===== src/rtl/branch_predict_resolve.sv =====
// branch_predict_resolve: resolves execute-stage branches, trains a bimodal
// 2-bit counter table read by fetch, and keeps saturating branch statistics.
module branch_predict_resolve #(
   parameter int          XLEN        = 32,
   parameter int          BHT_ENTRIES = 64,
   parameter logic [1:0]  INIT_CNT    = 2'b01,
   parameter int          STAT_W      = 32
) (
   input  logic              clk,
   input  logic              rst_n,
   input  logic [XLEN-1:0]   pc_f,
   output logic              pred_taken_f,
   input  logic              valid_e,
   input  logic [XLEN-1:0]   pc_e,
   input  logic [6:0]        opcode_e,
   input  logic [2:0]        br_type_e,
   input  logic [XLEN-1:0]   rs1_e,
   input  logic [XLEN-1:0]   rs2_e,
   input  logic              pred_taken_e,
   output logic              br_taken_e,
   output logic              mispredict,
   output logic [XLEN-1:0]   mispredict_pc,
   output logic [STAT_W-1:0] br_count,
   output logic [STAT_W-1:0] mp_count
);
   localparam int IDX_W = $clog2(BHT_ENTRIES);

   logic [1:0]        bht_q [BHT_ENTRIES];
   logic [1:0]        cnt_d;
   logic [IDX_W-1:0]  idx_f;
   logic [IDX_W-1:0]  idx_e;
   logic              is_br;
   logic              is_jump;
   logic              cond;
   logic              cmp;
   logic              taken;
   logic              mis;
   logic              mis_q;
   logic [XLEN-1:0]   mis_pc_q;
   logic [STAT_W-1:0] br_cnt_q;
   logic [STAT_W-1:0] mp_cnt_q;
   logic              unused_pc_f;

   assign idx_f       = pc_f[IDX_W+1:2];
   assign idx_e       = pc_e[IDX_W+1:2];
   assign unused_pc_f = ^{pc_f[XLEN-1:IDX_W+2], pc_f[1:0]};

   assign pred_taken_f = bht_q[idx_f][1];

   // funct3 010/011 are the only illegal conditional encodings
   assign is_br   = opcode_e == 7'b1100011;
   assign is_jump = opcode_e == 7'b1101111 || opcode_e == 7'b1100111;
   assign cond    = valid_e && is_br && (br_type_e[2] || !br_type_e[1]);

   // bit 0 of funct3 inverts the base comparison (EQ/LT/LTU)
   always_comb begin
      cmp   = br_type_e[2] ? (br_type_e[1] ? (rs1_e < rs2_e) : ($signed(rs1_e) < $signed(rs2_e)))
                           : (rs1_e == rs2_e);
      taken = cmp ^ br_type_e[0];
      br_taken_e = cond ? taken : (valid_e && is_jump);
      mis   = cond && (br_taken_e != pred_taken_e);
      cnt_d = br_taken_e ? ((bht_q[idx_e] == 2'b11) ? 2'b11 : bht_q[idx_e] + 2'd1)
                         : ((bht_q[idx_e] == 2'b00) ? 2'b00 : bht_q[idx_e] - 2'd1);
   end

   always_ff @(posedge clk or negedge rst_n) begin
      if (!rst_n) begin
         for (int i = 0; i < BHT_ENTRIES; i++) bht_q[i] <= INIT_CNT;
      end else if (cond) begin
         bht_q[idx_e] <= cnt_d;
      end
   end

   always_ff @(posedge clk or negedge rst_n) begin
      if (!rst_n) begin
         br_cnt_q <= '0;
         mp_cnt_q <= '0;
         mis_q    <= 1'b0;
         mis_pc_q <= '0;
      end else begin
         mis_q <= mis;
         if (mis) mis_pc_q <= pc_e;
         if (cond) br_cnt_q <= br_cnt_q + STAT_W'(!(&br_cnt_q));
         if (mis) mp_cnt_q <= mp_cnt_q + STAT_W'(!(&mp_cnt_q));
      end
   end

   assign mispredict    = mis_q;
   assign mispredict_pc = mis_pc_q;
   assign br_count      = br_cnt_q;
   assign mp_count      = mp_cnt_q;
endmodule


===== config.mk =====
export PLATFORM = sky130hd
export DESIGN_NAME = branch_predict_resolve
export DESIGN_NICKNAME = d
export VERILOG_FILES = /design/src/rtl/branch_predict_resolve.sv
export SDC_FILE = /design/constraint.sdc
export NUM_CORES = 1
export LEC_CHECK = 0
export BUFFER_PORTS_ARGS = -buffer_cell sky130_fd_sc_hd__buf_2
export CAP_MARGIN = 20
export CORE_UTILIZATION = 25
export DETAILED_ROUTE_END_ITERATION = 7
export PLACE_DENSITY_LB_ADDON = 0.15
export SETUP_SLACK_MARGIN = 0.02
export SLEW_MARGIN = 40
export SYNTH_ARGS = -nofsm -noshare
export SYNTH_HDL_FRONTEND = slang
export SYNTH_SLANG_ARGS = --single-unit
export TNS_END_PERCENT = 100

===== constraint.sdc =====
create_clock -name clk -period 5.4 [get_ports clk]
set_input_delay 1.08 -clock clk [delete_from_list [all_inputs] [get_ports clk]]
set_output_delay 1.08 -clock clk [all_outputs]
set_load 0.005 [all_outputs]

==> flow_metrics.env, run 1 <==
export IMPL_status="finished clean"
export IMPL_critPathTopFamily="multiplexers"
export IMPL_power_mw=4.24
export IMPL_tightest_slew_ns=0.744
export IMPL_portBuffers=214
export IMPL_place_gp_congestion=0.807
export IMPL_critPathSlowestCell="mux4_2"
export IMPL_ant_nets=0
export IMPL_cts_clk_slew_worst_paths_ns=0.06
export IMPL_antenna_cells=0
export IMPL_drc_errors=0
export IMPL_ys_ff_latch=225
export IMPL_cts_made_buffers=29
export IMPL_clk_path_buf_depth=3
export IMPL_vias_per_cell=4.90
export IMPL_fillers=5216
export IMPL_vias=11251
export IMPL_pre_cts_ws_ns=0.798
export IMPL_synthCells=1397
export IMPL_fp_row_count=82
export IMPL_required_ns=4.32
export IMPL_grt_total_usage_pct=16.9
export IMPL_worst_ir_drop_vdd_uv=209
export IMPL_layout_min_cycle_time_ns=4.53
export IMPL_grt_pass1_wl_mm=69.6
export IMPL_dp_hpwl_mm=30.0
export IMPL_r2r_start="mp_count[5]"
export IMPL_die_h_um=229
export IMPL_arrival_ns=3.45
export IMPL_cts_max_level=1
export IMPL_synth_async_reset_ratio_pct=100
export IMPL_fin_worst_skew_ns=0.0262
export IMPL_yosysWarnings=0
export IMPL_cts_resized=0
export IMPL_ios=241
export IMPL_ys_types=72
export IMPL_rrSetupSlack_ns=1.01
export IMPL_max_freq_ghz=0.221
export IMPL_drt_pass1_iterations=5
export IMPL_cp_slowest_stage_delay_ns=0.63
export IMPL_crit_fanout=16
export IMPL_cap_viol_max_count=0
export IMPL_grt_max_degree=100
export IMPL_synthFlopType="dfrtp_1"
export IMPL_core_sq_um=50400
export IMPL_crit_buf_inv=2
export IMPL_synth_edf_count=0
export IMPL_wl_per_cell_um=19.3
export IMPL_avgSynthCellArea_sq_um=9.20
export IMPL_cp_start_kind="input port"
export IMPL_drt_iter0_drc=761
export IMPL_post_route_period_util_pct=83.9
export IMPL_cellPowerDensity_nw_per_um2=266
export IMPL_worst_setup_path_type="input port to output pin"
export IMPL_leakage_nw=7.12
export IMPL_hold_path_class="input port to asynchronous set/reset pin"
export IMPL_grt_overflow=0
export IMPL_clockRootBuffer="clkbuf_16"
export IMPL_clk_latency_ns=0.59
export IMPL_yosysSeqAreaShare_pct=44.5
export IMPL_synth_area_sq_um=12800
export IMPL_die_w_um=229
export IMPL_nets=1781
export IMPL_cp_end_kind="output pin"
export IMPL_final_setup_tns_ns=0
export IMPL_clkSinkCount=225
export IMPL_cts_setup_buffers=0
export IMPL_timing_rr_end="mp_count[22]"
export IMPL_grt_pass1_vias=11478
export IMPL_syn_nets=1575
export IMPL_cts_hold_buffers=0
export IMPL_crit_path_frequent_cell="mux4_2"
export IMPL_hold_viol=0
export IMPL_layout_setup_ws_ns=0.871
export IMPL_drt_total_wl_mm=44.4
export IMPL_drive_gt1_share_pct=28.7
export IMPL_rsz0062_at_grt="false"
export IMPL_antenna_found_initial=0
export IMPL_crit_chain="buf_2, mux4_2, mux4_2, mux4_2, buf_2"
export IMPL_die_area_sq_um=52300
export IMPL_max_slew_margin_pct=49.1
export IMPL_rr_worst_depth=13
export IMPL_setup_viol=0
export IMPL_area_growth_pct=24.2
export IMPL_initial_utilization_pct=25.5
export IMPL_slew_violations=0
export IMPL_cts_tree="built"
==> logic make-up (layout without fill, tap and decap cells) <==
kind of cell	Yosys count	count (layout)	share of synthesized area [%]
multiplexers	91	91	10.0
XOR/XNOR	62	62	4.33
flip-flops	225	225	44.5
buffers and inverters	133	362	4.29
adder cells (fa/ha/maj)	36	36	3.51
AO/OA/AOI/OAI	247	247	11.4
AND/OR/NAND/NOR	603	603	22.0
==> worst max path at each step <==
stage,from,to,slack (ns),cells past startpoint
after floorplan,pc_f[2],pred_taken_f,0.83,5
after global routing,rs2_e[31],br_taken_e,0.65,12
final,pc_f[2],pred_taken_f,0.87,5
after detailed placement,pc_e[2],bht_q[111],0.80,11
after global placement,pc_e[2],bht_q[21],0.64,11
after CTS,pc_f[2],pred_taken_f,0.85,5
==> metrics by stage <==
stage	hold WS [ns]	cells	cell area (sq um)	utilization (%)
floorplan	0.460	1397	12800	-
global placement	0.474	2242	14900	29.5
detailed placement	0.475	2243	14900	29.6
CTS	0.488	2297	15900	31.6
global route	0.394	2298	16000	31.7
finish	0.381	2298	16000	31.7
==> power breakdown <==
| part | switching [mW] | internal [mW] | total (mW) |
|---|---|---|---|
| Combinational | 0.265 | 0.145 | 0.410 |
| Sequential | 0.00905 | 1.71 | 1.72 |
| Clock | 0.807 | 1.31 | 2.12 |
| Total | 1.08 | 3.16 | 4.24 |
==> cells in the mapped netlist, drive strengths merged, types with 20 or more instances <==
library cell | instances | area share (%)
ha | 36 | 3.5
mux2 | 43 | 3.8
dfrtp | 161 | 31
mux2i | 22 | 1.7
xor2 | 24 | 1.6
nand3 | 55 | 2.1
dfstp | 64 | 13
o21ai | 80 | 3.1
nand4 | 22 | 1.1
inv | 49 | 1.4
xnor2 | 37 | 2.5
nor4 | 27 | 1.4
clkbuf | 39 | 1.1
nor2 | 176 | 5.2
nor3 | 20 | 0.86
buf | 45 | 1.7
nand2 | 221 | 6.5
a21oi | 103 | 4.0
mux4 | 26 | 4.6
==> state kept, by name (all words and copies together), names as in the netlist <==
name	flops
bht_q	128
br_count	32
mispredict	1
mispredict_pc	32
mp_count	32
==> layer usage <==
metal	global-route usage, %	wire length [um]
met5	0	0
met2	27.5	20600
met3	3.07	2420
met1	23.2	20500
met4	3.63	896
==> layout make-up <==
type	count	area, sq um	share of cell area (%)
Inverter	49	184	1.15
Clock inverter	13	208	1.30
Timing Repair Buffer	259	1550	9.69
Multi-Input combinational cell	1039	6640	41.6
Clock buffer	41	831	5.21
Tap cell	672	841	5.27
Sequential cell	225	5710	35.8
==> cell usage in the layout, fill, tap and decap left out, types with 6 or more instances in the layout <==
master,count
a21oi_1,103
a22oi_1,15
and3_1,19
and4_1,6
buf_12,7
buf_2,213
buf_4,36
clkbuf_1,6
clkbuf_16,29
clkbuf_8,6
clkinv_2,6
dfrtp_1,161
dfstp_2,64
ha_1,36
inv_1,49
mux2_2,43
mux2i_1,22
mux4_2,26
nand2_1,220
nand3_1,55
nand4_1,21
nor2_1,174
nor2b_1,7
nor3_1,18
nor4_1,24
o21ai_0,26
o21ai_1,53
or4_1,6
xnor2_1,36
xor2_1,24
(Power assumes the default switching activity.)
==> run 2: changes to the inputs <==
==> constraint.sdc (replaced) <==
create_clock -name clk -period 4 [get_ports clk]
set_input_delay 0.8 -clock clk [delete_from_list [all_inputs] [get_ports clk]]
set_output_delay 0.8 -clock clk [all_outputs]
set_load 0.005 [all_outputs]
==> run 2 against run 1 <==
  * Cell count is 1.7% higher
  * Via count increased by 1.5%
  * Combinational power is 41% higher
  * First-iteration DRC count shrank 4.7%
  * Routed wire length is 0.91% lower
==> flow_metrics.env, run 2 (same netlist as run 1, synthesis figures left out) <==
export IMPL_cts_resized=0
export IMPL_regMostFlops="bht_q"
export IMPL_clockRootBuffer="clkbuf_16"
export IMPL_cp_start_kind="input port"
export IMPL_cap_viol_max_count=0
export IMPL_grt_total_usage_pct=16.9
export IMPL_fp_row_count=82
export IMPL_setup_viol=0
export IMPL_clk_latency_ns=0.58
export IMPL_final_cell_mix="nand2_1, buf_2, nor2_1"
export IMPL_r2r_start="mp_count[6]"
export IMPL_arrival_ns=3.01
export IMPL_fin_worst_skew_ns=0.0324
export IMPL_layout_min_cycle_time_ns=3.81
export IMPL_vias=11421
export IMPL_grt_overflow=0
export IMPL_required_ns=3.20
export IMPL_grt_max_degree=63
export IMPL_rsz0062_at_grt="false"
export IMPL_final_setup_tns_ns=0
export IMPL_antenna_cells=0
export IMPL_max_freq_ghz=0.262
export IMPL_initial_utilization_pct=25.5
export IMPL_hold_path_class="input port to asynchronous set/reset pin"
export IMPL_cts_hold_buffers=0
export IMPL_drc_errors=0
export IMPL_drt_iter0_drc=725
export IMPL_die_h_um=229
export IMPL_place_gp_congestion=0.835
export IMPL_hold_viol=0
export IMPL_tightest_slew_ns=0.759
export IMPL_wl_per_cell_um=18.8
export IMPL_pre_cts_ws_ns=0.0528
export IMPL_cts_made_buffers=28
export IMPL_crit_fanout=3
export IMPL_die_area_sq_um=52300
export IMPL_worst_setup_path_type="input port to output pin"
export IMPL_clk_path_buf_depth=3
export IMPL_status="finished clean"
export IMPL_layout_setup_ws_ns=0.186
export IMPL_cts_tree="built"
export IMPL_cts_setup_buffers=0
export IMPL_cp_end_kind="output pin"
export IMPL_dp_hpwl_mm=31.8
export IMPL_core_sq_um=50400
export IMPL_grt_pass1_vias=11748
export IMPL_crit_start="rs2_e[27]"
export IMPL_ant_nets=0
export IMPL_drt_pass1_iterations=5
export IMPL_final_common_cell="nand2_1"
export IMPL_area_growth_pct=27.4
export IMPL_clkSinkCount=225
export IMPL_vias_per_cell=4.89
export IMPL_cts_clk_slew_worst_paths_ns=0.06
export IMPL_worst_ir_drop_vdd_uv=292
export IMPL_leakage_nw=7.35
export IMPL_portBuffers=214
export IMPL_largest_reg_flops=128
export IMPL_post_route_period_util_pct=95.3
export IMPL_ios=241
export IMPL_cellPowerDensity_nw_per_um2=340
export IMPL_drive_gt1_share_pct=30.6
export IMPL_cts_max_level=1
export IMPL_nets=1820
export IMPL_antenna_found_initial=0
export IMPL_max_slew_margin_pct=48.1
export IMPL_drt_total_wl_mm=44.0
export IMPL_die_w_um=229
export IMPL_grt_pass1_wl_mm=69.5
export IMPL_slew_violations=0
==> run 2: cell type report <==
type | count | area (sq um)
timing repair buffer | 299 | 1990
multi-input combinational | 1039 | 6660
clock buffer | 41 | 850
inverter | 49 | 184
tap | 672 | 841
fill | 5285 | 34000
sequential | 225 | 5710
clock inverter | 11 | 125
==> run 2: critical path: stages <==
cell and delay, ns:
buf_2 0.08, inv_1 0.03, ha_1 0.29, nand4_1 0.20, nor4_4 0.38, nand2_1 0.13
and3_1 0.21, a2111oi_4 0.39, xnor2_2 0.16, a21oi_1 0.08, nor2b_1 0.12, buf_2 0.13
==> run 2: routing by layer <==
metal  wire, um  share of wire, %  GRT usage (%)  vias to the layer above
li1           -                 -              -                     5409
met1      19900                45           22.8                     5633
met3       2600               5.9           3.12                       70
met2      20500                47           27.7                      309
met5          0                 0              0                        -
met4        931               2.1           4.45                        0
==> run 2: power breakdown <==
group          switching (mW)  internal (mW)  leakage [nW]
clock network            1.07           1.60         0.480
logic                   0.360          0.221          3.99
registers              0.0125           2.30          2.88
==> run 2: per-stage QoR <==
stage | util [%] | instance area [sq um] | std cells | power (mW) | hold WS [ns]
after floorplan | - | 12800 | 1397 | 2.62 | 0.460
after global placement | 30.4 | 15300 | 2283 | 2.93 | 0.478
after detailed placement | 30.5 | 15400 | 2284 | 2.94 | 0.477
after CTS | 32.4 | 16300 | 2336 | 5.65 | 0.101
after global routing | 32.5 | 16400 | 2336 | 5.80 | 0.120
final | 32.5 | 16400 | 2336 | 5.56 | 0.121
==> run 2: worst paths after layout <==
path / cells past startpoint / endpoint / slack [ns]
worst max-delay path: 12 / br_taken_e / 0.19
worst min-delay path: 1 / bht_q[3] / 0.12
worst max register to register: 14 / mp_count[24] / 0.25
worst min register to register: 1 / br_count[15] / 0.49
max in group asynchronous: 3 / bht_q[84] / 2.79
min in group clk: 2 / mispredict_pc[1] / 0.45
==> run 3: changes to the inputs <==
--- a/config.mk
+++ b/config.mk
@@ -7,7 +7,7 @@
 export LEC_CHECK = 0
 export BUFFER_PORTS_ARGS = -buffer_cell sky130_fd_sc_hd__buf_2
 export CAP_MARGIN = 20
-export CORE_UTILIZATION = 25
+export CORE_UTILIZATION = 40
 export DETAILED_ROUTE_END_ITERATION = 7
 export PLACE_DENSITY_LB_ADDON = 0.15
 export SETUP_SLACK_MARGIN = 0.02
==> run 3 against run 2 <==
  * Clock skew fell by 0.018 ns
  * Worst hold slack improved by 0.15 ns
  * Utilization grew 17 points
  * Flip-flop and latch count unchanged
  * Setup slack improved by 0.032 ns
  * Global-route usage up 7.1 points
  * First-iteration DRC count increased by 12%
  * Fmax up 0.85%
  * Clock power is 5% higher
  * Critical path type unchanged
  * Largest cell class unchanged
  * Largest power group unchanged
==> flow_metrics.env, run 3 (same netlist as run 1, synthesis figures left out) <==
export IMPL_clkSinkCount=225
export IMPL_rsz0062_at_grt="false"
export IMPL_grt_pass1_vias=11424
export IMPL_nets=1794
export IMPL_status="finished clean"
export IMPL_worst_ir_drop_vdd_uv=441
export IMPL_grt_pass1_wl_mm=62.7
export IMPL_die_area_sq_um=32800
export IMPL_wl_per_cell_um=19.1
export IMPL_clockRootBuffer="clkbuf_16"
export IMPL_cts_made_buffers=27
export IMPL_place_gp_congestion=0.896
export IMPL_ios=241
export IMPL_drive_gt1_share_pct=29.7
export IMPL_dp_hpwl_mm=26.5
export IMPL_max_slew_margin_pct=51.9
export IMPL_drc_errors=0
export IMPL_cts_hold_buffers=0
export IMPL_final_cell_mix="nand2_1, buf_2, nor2_1"
export IMPL_fin_worst_skew_ns=0.0147
export IMPL_drt_total_wl_mm=39.0
export IMPL_layout_min_cycle_time_ns=3.78
export IMPL_final_setup_tns_ns=0
export IMPL_dr_wl_met3_mm=3.22
export IMPL_regMostFlops="bht_q"
export IMPL_final_common_cell="nand2_1"
export IMPL_largest_reg_flops=128
export IMPL_hold_viol=0
export IMPL_grt_overflow=0
export IMPL_tightest_slew_ns=0.721
export IMPL_cts_setup_buffers=0
export IMPL_clk_path_buf_depth=3
export IMPL_clk_latency_ns=0.56
export IMPL_met2WireLength_mm=17.7
export IMPL_cap_viol_max_count=0
export IMPL_cts_tree="built"
export IMPL_max_freq_ghz=0.264
export IMPL_antenna_found_initial=1
export IMPL_cp_end_kind="output pin"
export IMPL_cts_max_level=1
export IMPL_post_route_period_util_pct=94.5
export IMPL_area_growth_pct=22.7
export IMPL_design_area_sq_um=15800
export IMPL_vias=11364
export IMPL_fp_row_count=65
export IMPL_portBuffers=214
export IMPL_die_h_um=181
export IMPL_setup_viol=0
export IMPL_leakage_nw=7.20
export IMPL_ant_nets=0
export IMPL_arrival_ns=2.98
export IMPL_drt_pass1_iterations=5
export IMPL_met1Wirelength_mm=17.0
export IMPL_hold_path_class="input port to asynchronous set/reset pin"
export IMPL_initial_utilization_pct=40.7
export IMPL_cp_start_kind="input port"
export IMPL_required_ns=3.20
export IMPL_cellPowerDensity_nw_per_um2=359
export IMPL_vias_per_cell=5.57
export IMPL_grt_total_usage_pct=24.0
export IMPL_drt_iter0_drc=813
export IMPL_die_w_um=181
export IMPL_top_layer="met4"
export IMPL_place_area_sq_um=14700
export IMPL_grt_max_degree=91
export IMPL_crit_fanout=3
export IMPL_slew_violations=0
export IMPL_cts_clk_slew_worst_paths_ns=0.06
export IMPL_core_sq_um=31600
export IMPL_worst_setup_path_type="input port to output pin"
run 3: where the power goes:
part / switching, mW / internal, mW
Sequential: 0.0122 / 2.30
Combinational: 0.345 / 0.199
Clock: 1.04 / 1.77
run 3: path summary, 6_finish.rpt:
kind	slack, ns	from	to	cells after the start
worst max register to register	0.27	mp_count[8]	mp_count[22]	14
worst max-delay path	0.22	rs2_e[27]	br_taken_e	12
worst min-delay path	0.27	rst_n	bht_q[19]	1
max in group asynchronous	2.68	rst_n	mispredict_pc[21]	2
min in group clk	0.47	pc_e[23]	mispredict_pc[23]	2
worst min register to register	0.49	br_count[15]	br_count[15]	1
run 3: cell type report:
| cell class | count | area [sq um] |
|---|---|---|
| fillers | 2987 | 15800 |
| clock inverters | 17 | 278 |
| flip-flops and latches | 225 | 5710 |
| clock buffers | 33 | 738 |
| repair buffers | 274 | 1680 |
| inverters | 49 | 184 |
| diodes | 1 | 2.50 |
| multi-input cells | 1039 | 6660 |
| well taps | 402 | 503 |
run 3: metal layers:
metal  vias to the layer above  global-route usage, %
li1                       5346                      -
met1                      5527                   33.0
met2                       415                   38.3
met3                        76                   5.04
met4                         0                   6.61
met5                         -                      0
run 3: timing repair:
item                                    in CTS  in global routing
hold endpoints to repair                     0                  0
endpoints found under the setup margin       0                 21
resized for setup                            0                  6
run 3: critical path: stages:
cell and delay [ns]:
buf_2 0.07, inv_1 0.03, ha_1 0.30, nand4_1 0.19, nor4_4 0.33, nand2_1 0.12
and3_1 0.21, a2111oi_4 0.44, xnor2_2 0.17, a21oi_1 0.08, nor2b_1 0.10, buf_2 0.12
run 3: metrics by stage:
step | std cells | setup slack (ns) | utilization [%] | power (mW) | hold slack [ns]
3_3_place_gp | 1989 | 0.0731 | 46.6 | 2.89 | 0.472
2_1_floorplan | 1397 | 0.0380 | - | 2.62 | 0.460
3_5_place_dp | 1989 | 0.0865 | 46.6 | 2.90 | 0.481
6_report | 2040 | 0.218 | 49.9 | 5.66 | 0.267
5_1_grt | 2039 | 0.0231 | 49.9 | 5.87 | 0.310
4_1_cts | 2039 | 0.0766 | 49.8 | 5.71 | 0.285
